File: config.mk
export PLATFORM = sky130hd
export DESIGN_NAME = operand_reg_flat
export DESIGN_NICKNAME = d
export VERILOG_FILES = /design/src/rtl/operand_reg_if.sv /design/src/rtl/operand_reg.sv /design/src/flat_wrapper.sv
export SDC_FILE = /design/constraint.sdc
export NUM_CORES = 1
export LEC_CHECK = 0
export ABC_CLOCK_PERIOD_IN_PS = 1670
export CAP_MARGIN = 40
export CORE_MARGIN = 3
export CORE_UTILIZATION = 34
export CTS_CLUSTER_SIZE = 8
export DETAILED_ROUTE_END_ITERATION = 10
export PLACE_DENSITY = 0.61
export SYNTH_ARGS = -nofsm -noshare
export SYNTH_HDL_FRONTEND = slang
export SYNTH_SLANG_ARGS = --single-unit
File: constraint.sdc
create_clock -name clk -period 1.67 [get_ports clk]
set_input_delay 0.334 -clock clk [delete_from_list [all_inputs] [get_ports clk]]
set_output_delay 0.334 -clock clk [all_outputs]
set_load 0.02 [all_outputs]
File: src/rtl/operand_reg_if.sv
// Operand register bus: control/data toward the register, value and flags back.
// Plain wires only; no clocking or protocol state lives here.
interface operand_reg_if #(
  parameter int WIDTH   = 8,
  parameter int DIGIT_W = 4
);
  logic               clr;
  logic               en;
  logic [2:0]         mode;
  logic [WIDTH-1:0]   d;
  logic               ser_in;
  logic [DIGIT_W-1:0] digit;
  logic [WIDTH-1:0]   q;
  logic               carry_out;
  logic               ovf;
  logic               zero;

  modport master (
    output clr, en, mode, d, ser_in, digit,
    input  q, carry_out, ovf, zero
  );

  modport slave (
    input  clr, en, mode, d, ser_in, digit,
    output q, carry_out, ovf, zero
  );
endinterface

File: src/rtl/operand_reg.sv
// Calculator operand register: load/shift/rotate/inc/dec/digit-entry with carry and sticky overflow.
// Latency 1 clk edge for q/carry_out/ovf (zero is combinational); no backpressure, en gates each op.
module operand_reg #(
  parameter int WIDTH   = 8,
  parameter int DIGIT_W = 4
) (
  input logic           clk,
  input logic           rst_n,
  operand_reg_if.slave  bus
);

  typedef enum logic [2:0] {
    M_HOLD  = 3'b000,
    M_LOAD  = 3'b001,
    M_SHL   = 3'b010,
    M_SHR   = 3'b011,
    M_ROTL  = 3'b100,
    M_INC   = 3'b101,
    M_DEC   = 3'b110,
    M_DIGIT = 3'b111
  } mode_e;

  localparam int W1 = WIDTH + 1;

  logic [WIDTH-1:0] q_r;
  logic [WIDTH-1:0] q_nxt;
  logic             carry_r;
  logic             carry_nxt;
  logic             ovf_r;
  logic             ovf_nxt;
  logic [WIDTH:0]   inc_sum;
  logic [WIDTH:0]   dec_diff;
  logic             digit_lost;
  mode_e            mode_sel;

  // One extra bit on the arithmetic catches carry/borrow without a separate compare.
  assign inc_sum    = {1'b0, q_r} + W1'(1);
  assign dec_diff   = {1'b0, q_r} - W1'(1);
  assign digit_lost = |q_r[WIDTH-1:WIDTH-DIGIT_W];
  assign mode_sel   = mode_e'(bus.mode);

  always_comb begin
    q_nxt     = q_r;
    carry_nxt = carry_r;
    ovf_nxt   = ovf_r;
    if (bus.clr) begin
      q_nxt     = '0;
      carry_nxt = 1'b0;
      ovf_nxt   = 1'b0;
    end else if (bus.en) begin
      case (mode_sel)
        M_HOLD: ;
        M_LOAD: begin
          q_nxt     = bus.d;
          carry_nxt = 1'b0;
          ovf_nxt   = 1'b0;
        end
        M_SHL: begin
          q_nxt     = {q_r[WIDTH-2:0], bus.ser_in};
          carry_nxt = q_r[WIDTH-1];
        end
        M_SHR: begin
          q_nxt     = {bus.ser_in, q_r[WIDTH-1:1]};
          carry_nxt = q_r[0];
        end
        M_ROTL: begin
          q_nxt     = {q_r[WIDTH-2:0], q_r[WIDTH-1]};
          carry_nxt = q_r[WIDTH-1];
        end
        M_INC: begin
          q_nxt     = inc_sum[WIDTH-1:0];
          carry_nxt = inc_sum[WIDTH];
          ovf_nxt   = ovf_r | inc_sum[WIDTH];
        end
        M_DEC: begin
          q_nxt     = dec_diff[WIDTH-1:0];
          carry_nxt = dec_diff[WIDTH];
          ovf_nxt   = ovf_r | dec_diff[WIDTH];
        end
        M_DIGIT: begin
          q_nxt     = {q_r[WIDTH-DIGIT_W-1:0], bus.digit};
          carry_nxt = 1'b0;
          ovf_nxt   = ovf_r | digit_lost;
        end
        default: ;
      endcase
    end
  end

  always_ff @(posedge clk or negedge rst_n) begin
    if (!rst_n) begin
      q_r     <= '0;
      carry_r <= 1'b0;
      ovf_r   <= 1'b0;
    end else begin
      q_r     <= q_nxt;
      carry_r <= carry_nxt;
      ovf_r   <= ovf_nxt;
    end
  end

  assign bus.q         = q_r;
  assign bus.carry_out = carry_r;
  assign bus.ovf       = ovf_r;
  assign bus.zero      = (q_r == '0);

endmodule

File: src/flat_wrapper.sv
// flat-port wrapper written by rule: the top's interface ports become plain ports
module operand_reg_flat 
#(
  parameter int WIDTH   = 8,
  parameter int DIGIT_W = 4
)
  (clk, rst_n, bus_clr, bus_en, bus_mode, bus_d, bus_ser_in, bus_digit, bus_q, bus_carry_out, bus_ovf, bus_zero);
  operand_reg_if #(.WIDTH(WIDTH), .DIGIT_W(DIGIT_W)) bus_i ();
  input logic clk;
  input logic rst_n;
  input wire logic [$bits(bus_i.clr)-1:0] bus_clr;
  input wire logic [$bits(bus_i.en)-1:0] bus_en;
  input wire logic [$bits(bus_i.mode)-1:0] bus_mode;
  input wire logic [$bits(bus_i.d)-1:0] bus_d;
  input wire logic [$bits(bus_i.ser_in)-1:0] bus_ser_in;
  input wire logic [$bits(bus_i.digit)-1:0] bus_digit;
  output wire logic [$bits(bus_i.q)-1:0] bus_q;
  output wire logic [$bits(bus_i.carry_out)-1:0] bus_carry_out;
  output wire logic [$bits(bus_i.ovf)-1:0] bus_ovf;
  output wire logic [$bits(bus_i.zero)-1:0] bus_zero;
  assign bus_i.clr = bus_clr;
  assign bus_i.en = bus_en;
  assign bus_i.mode = bus_mode;
  assign bus_i.d = bus_d;
  assign bus_i.ser_in = bus_ser_in;
  assign bus_i.digit = bus_digit;
  assign bus_q = bus_i.q;
  assign bus_carry_out = bus_i.carry_out;
  assign bus_ovf = bus_i.ovf;
  assign bus_zero = bus_i.zero;
  operand_reg #(.WIDTH(WIDTH), .DIGIT_W(DIGIT_W)) u_core (.clk(clk), .rst_n(rst_n), .bus(bus_i));
endmodule
# [After elaboration in Yosys (flattened, before gate mapping)]
# Cells that the tools add are included.
[word_totals] register_bits=10 in_bits=20
[classes] n_bitwise=3 reduce_logical=11 muxes=9 eq_ne=7 addsub=2
[ops] op="8-bit case mux with 7 select lines" n=1
[ops] op="8-bit 2-to-1 mux" n=2
[ops] op="3-bit equality test (second input constant)" n=4
[ops] op="8-bit by 1-bit adder with 9-bit output (second input constant)" n=1
[ops] op="8-bit by 1-bit subtractor with 9-bit output (second input constant)" n=1
[ops] op="8-bit zero test" n=1
[ops] op="8-bit nonzero test" n=1
[ops] op="3-bit by 2-bit equality test with 1-bit output (second input constant)" n=2
[ops] op="2-bit AND reduction" n=3
[ops] op="6-bit nonzero test" n=1
[ops] op="1-bit case mux with 5 select lines" n=1
[ops] op="5-bit nonzero test" n=1
[ops] op="1-bit 2-to-1 mux" n=4
[ops] op="1-bit case mux with 4 select lines" n=1
[ops] op="2-bit OR reduction" n=2
[ops] op="4-bit OR reduction" n=1
[ops] op="3-bit by 1-bit equality test with 1-bit output (second input constant)" n=1
[ops] op="1-bit OR" n=3
[ops] op="2-bit nonzero test" n=1

# [Depth between registers and ports, before layout]
[logic_depth] word_depth=5 depth_mapped=8

# [Worst setup path before layout]
# OpenSTA, ideal clock, no wires.
[synth_path] path_type="reg2reg" start="reg u_core.q_r[0] (netlist: u_core.bus.q[0])" end="reg u_core.q_r[4] (netlist: u_core.bus.q[4])" synth_period_minus_slack_ps=1878 setup_time_ps=118 path_slack_ps=-208 path_stages_with_launch=9 arrival_time_ps=1760 path_buffers=1 cell_sequence="dfrtp_1 -> buf_2 -> inv_1 -> ha_1 -> nor3b_2 -> a221o_1 -> o21ai_1 -> a211oi_1 -> a21o_1"
[synth_via] elab_chain_len=4 elab_cells_between_ends=5 classes_between="add/sub: 2; mux: 3"
[synth_lines] item="start: declaration" line_no="operand_reg.sv:25" rtl="logic [WIDTH-1:0] q_r;"
[synth_lines] item="start signal: assignment" line_no="operand_reg.sv:96" rtl="q_r <= q_nxt;"
[synth_lines] item="8-bit by 1-bit subtractor with 9-bit output or 8-bit by 1-bit adder with 9-bit output (tied branches)" line_no="operand_reg.sv:38, operand_reg.sv:37"
[synth_lines] item="8-bit case mux with 7 select lines *" line_no="operand_reg.sv:51" rtl="case (mode_sel)"
[synth_lines] item="8-bit 2-to-1 mux *" line_no="operand_reg.sv:50" rtl="end else if (bus.en) begin"
[synth_lines] item="8-bit 2-to-1 mux *" line_no="operand_reg.sv:46" rtl="if (bus.clr) begin"
# Every way passes the cells marked *; elsewhere a longest branch is shown, timed or not. The select of a mux whose other input is x is not followed.
# A chain may end at the register's enable or synchronous reset.

# [Final worst setup path]
[layout_path] start="reg u_core.q_r[1] (netlist: u_core.bus.q[1])" end="reg u_core.q_r[7] (netlist: u_core.bus.q[7])"
# The elaborated chain is that of the path after synthesis.

==> metrics.log <==
[metrics] final cell count without fillers: roughly 300
[metrics] nature of the critical path startpoint: register
[metrics] Syn Inst Count: 181
[metrics] post-route setup TNS: -0.160 ns
[metrics] initial core utilization: approximately 37%
[metrics] number of standard-cell rows in the floorplan: 22
[metrics] largest net degree at the start of global routing: 19
[metrics] leading post-synthesis cells by instance count: sky130_fd_sc_hd__a21oi_1 (15), sky130_fd_sc_hd__nor2_1 (15), sky130_fd_sc_hd__dfrtp_1 (10)
[metrics] Hold Vio Cnt, Final: 0
[metrics] half-perimeter wire length after placement: ~3.8 mm
[metrics] post-route clock period utilization: 105%
[metrics] cell area after technology mapping: 0.00141 mm2
[metrics] worst-case clock skew: roughly 0.0054 ns
[metrics] final setup margin: -0.0853 ns
[metrics] final count of negative-setup-slack endpoints: 4
[metrics] via-per-instance ratio: between 5 and 6
[metrics] clock slew at reported path FFs: around 0.060 ns
[metrics] clock latency reported for the late side of the worst-skew pair: between 0.2 and 0.25 ns
[metrics] antenna violations before repair: 0
[metrics] Slowest-stage cell, CP: sky130_fd_sc_hd__or4_4
[metrics] area overhead of the layout relative to synthesis: 53.5%
[metrics] average instance area after synthesis: between 7 and 8 um2
[metrics] clock root cell: sky130_fd_sc_hd__clkbuf_8
[metrics] maximum count of clock buffers along a single path: 2
[metrics] worst min-delay path category: primary input to asynchronous set/reset pin
[metrics] Worst Setup SP: u_core.bus.q[1]
[metrics] TritonCTS clock tree: done
[metrics] status: finished, violations left
[metrics] clock buffer count from CTS: 3
[metrics] Synth cell types: 58
[metrics] Std-Cell Core Area: ~0.0038 mm2
[metrics] Vert. Die Dim: around 70 um
[metrics] Cells after DPL: roughly 290
[metrics] total power divided by cell area: approximately 580 mW/mm2
[metrics] total count of max-transition violations in the final report: 0
[metrics] number of clock sinks: 10
[metrics] global router's overall resource usage: 20.1%
[metrics] main area contributors after synthesis: sky130_fd_sc_hd__dfrtp_1 (18%), sky130_fd_sc_hd__a21oi_1 (5.3%), sky130_fd_sc_hd__nor2_1 (4.0%)
[metrics] routed length per placed instance: 16.8 um
[metrics] FF+latch count, synth: 10
[metrics] static power due to leakage: just over 0.9 nW
[metrics] critical path data required time: ~1.8 ns
[metrics] critical path arrival: 1.86 ns
[metrics] post-synthesis net count: between 200 and 250
[metrics] worst slew pin tran: about 0.52 ns
[metrics] Synth Warn #: 0
[metrics] number of synthesized flops with an enable pin: 0
[metrics] number of I/O pins: 31
[metrics] total gr overflow: 0
[metrics] unrepaired setup endpoints after global routing: true
[metrics] Top FF cell, synth: sky130_fd_sc_hd__dfrtp_1
[metrics] number of violations of the max-capacitance limit: 0
[metrics] crit path kind: register to register
[metrics] largest area contributor in the synthesized netlist: sky130_fd_sc_hd__dfrtp_1
[metrics] VDD IR-drop max: 317 uV
[metrics] nets: roughly 270
[metrics] placer congestion estimate: ~0.93
[metrics] slowest cell delay on critical path: 0.54 ns
[metrics] worst hold slack: 0.434 ns
[metrics] share of post-route cells with drive strength above 1: 35.1%
[metrics] total DRC errors in the routed layout: 0
[metrics] total via count after detailed routing: about 1700
[metrics] Detail Route Antenna Nets: 0
[metrics] DR pass1 iterations: 5
[metrics] Slew headroom: roughly 65%
[metrics] proportion of netlist area held by the largest area contributor: between 10% and 20%
[metrics] vias in the first global route: around 1700
[metrics] highest attainable clock frequency: about 0.57 GHz
[metrics] full die area: just under 0.005 mm2
[metrics] reg2reg start: u_core.bus.q[1]
[metrics] chip width: 70.3 um
[metrics] Post-Place Setup Slack: -0.459 ns
[metrics] final critical-path required period: 1.76 ns
[metrics] highest net fanout along the worst path: 4
[metrics] sort of element at the end of the critical path: register
[metrics] count of port buffers added during placement: 30
[metrics] H-Tree Level Count: 1
[metrics] number of DRC markers in iteration 0: between 100 and 150
[metrics] failing checks: setup timing
[metrics] sequential cell area fraction in the yosys report: approximately 18%
[metrics] Routed Wire Length: between 4 and 5 mm
[metrics] utilization after layout: between 50 and 60%
[metrics] Register-to-Register Path Depth: 6
[metrics] first-pass GRT wire length: 8.18 mm
[metrics] proportion of register bits with asynchronous set or reset after synthesis: 100%
[metrics] n_diodes: 0
[metrics] Cell Chain, Critical Path: buf_6 > or4_4 > nor4_4 > nor3_2 > o21ai_2 > o311ai_1
-- power by group --
| group | switching (mW) | total [mW] | internal, mW | leakage, nW |
|---|---|---|---|---|
| combinational | 0.321 | 0.650 | 0.329 | 0.757 |
| sequential | 0.0242 | 0.286 | 0.261 | 0.129 |
| clock | 0.118 | 0.327 | 0.209 | 0.0288 |
-- final timing paths --
path | endpoint | slack [ns]
setup reg to reg | u_core.bus.q[7] | -0.09
min in group clk | u_core.bus.carry_out | 0.48
max in group asynchronous | u_core.bus.q[3] | 0.86
hold / removal | u_core.bus.q[1] | 0.43
setup / recovery | u_core.bus.q[7] | -0.09
hold reg to reg | u_core.bus.carry_out | 0.48
-- per-stage QoR --
| step | power (mW) | area, um2 |
|---|---|---|
| after global placement | 0.897 | 2020 |
| after global routing | 1.32 | 2160 |
| after CTS | 1.23 | 2120 |
| final | 1.26 | 2160 |
| after detailed placement | 0.899 | 2020 |
| after floorplan | 0.631 | 1430 |
-- logic make-up after synthesis --
logic type / Yosys count / share of synthesized area (%)
simple gates: 71 / 30.8
compound gates: 63 / 31.8
buf+inv: 26 / 11.7
flops: 10 / 17.8
xor+xnor: 5 / 3.11
mux: 3 / 2.22
fa+ha+maj: 3 / 2.67
-- timing repair --
action	4_1_cts	5_1_grt
pin swaps	3	6
buffers inserted	2	3
hold buffers	0	0
setup endpoints to repair	18	7
resized for setup	22	7
endpoints found under the hold margin	0	0
-- final cells by class --
cell class / instances / area, um2
fill: 340 / 1670
tap: 48 / 60.1
inverter: 6 / 25.0
sequential: 10 / 255
timing repair buffer: 83 / 712
multi-input combinational: 145 / 1050
clock buffer: 4 / 55.1
-- critical path: cells and delay by family (launching register included) --
kind / cells / cell delay (ns)
buffers and inverters: 1 / 0.13
AND/OR/NAND/NOR: 3 / 0.82
AO/OA/AOI/OAI: 2 / 0.22
flip-flops: 1 / 0.44
-- cell usage in the layout, fill, tap and decap left out, types with 5 or more instances in the layout --
cell / count
sky130_fd_sc_hd__dlygate4sd2_1: 10
sky130_fd_sc_hd__dfrtp_1: 6
sky130_fd_sc_hd__nand2_1: 8
sky130_fd_sc_hd__a21oi_1: 14
sky130_fd_sc_hd__nor3_1: 5
sky130_fd_sc_hd__nand3_1: 8
sky130_fd_sc_hd__nor2b_1: 6
sky130_fd_sc_hd__o21ai_0: 5
sky130_fd_sc_hd__buf_4: 51
sky130_fd_sc_hd__nor2_1: 15
sky130_fd_sc_hd__o22ai_1: 5
sky130_fd_sc_hd__nand2b_1: 6
sky130_fd_sc_hd__clkdlybuf4s50_1: 19
-- sequential cells by signal (all words and copies together) (netlist names) --
name / count
u_core.bus.ovf: 1
u_core.bus.carry_out: 1
u_core.bus.q: 8
-- per-layer routing --
| layer | wire [um] | track usage [%] | up-vias |
|---|---|---|---|
| li1 | - | - | 813 |
| met1 | 2220 | 28.0 | 805 |
| met2 | 2390 | 32.4 | 83 |
| met3 | 253 | 0.863 | 14 |
| met4 | 108 | 7.87 | 0 |
| met5 | 0 | 0 | - |
(Power assumes the default switching activity.)
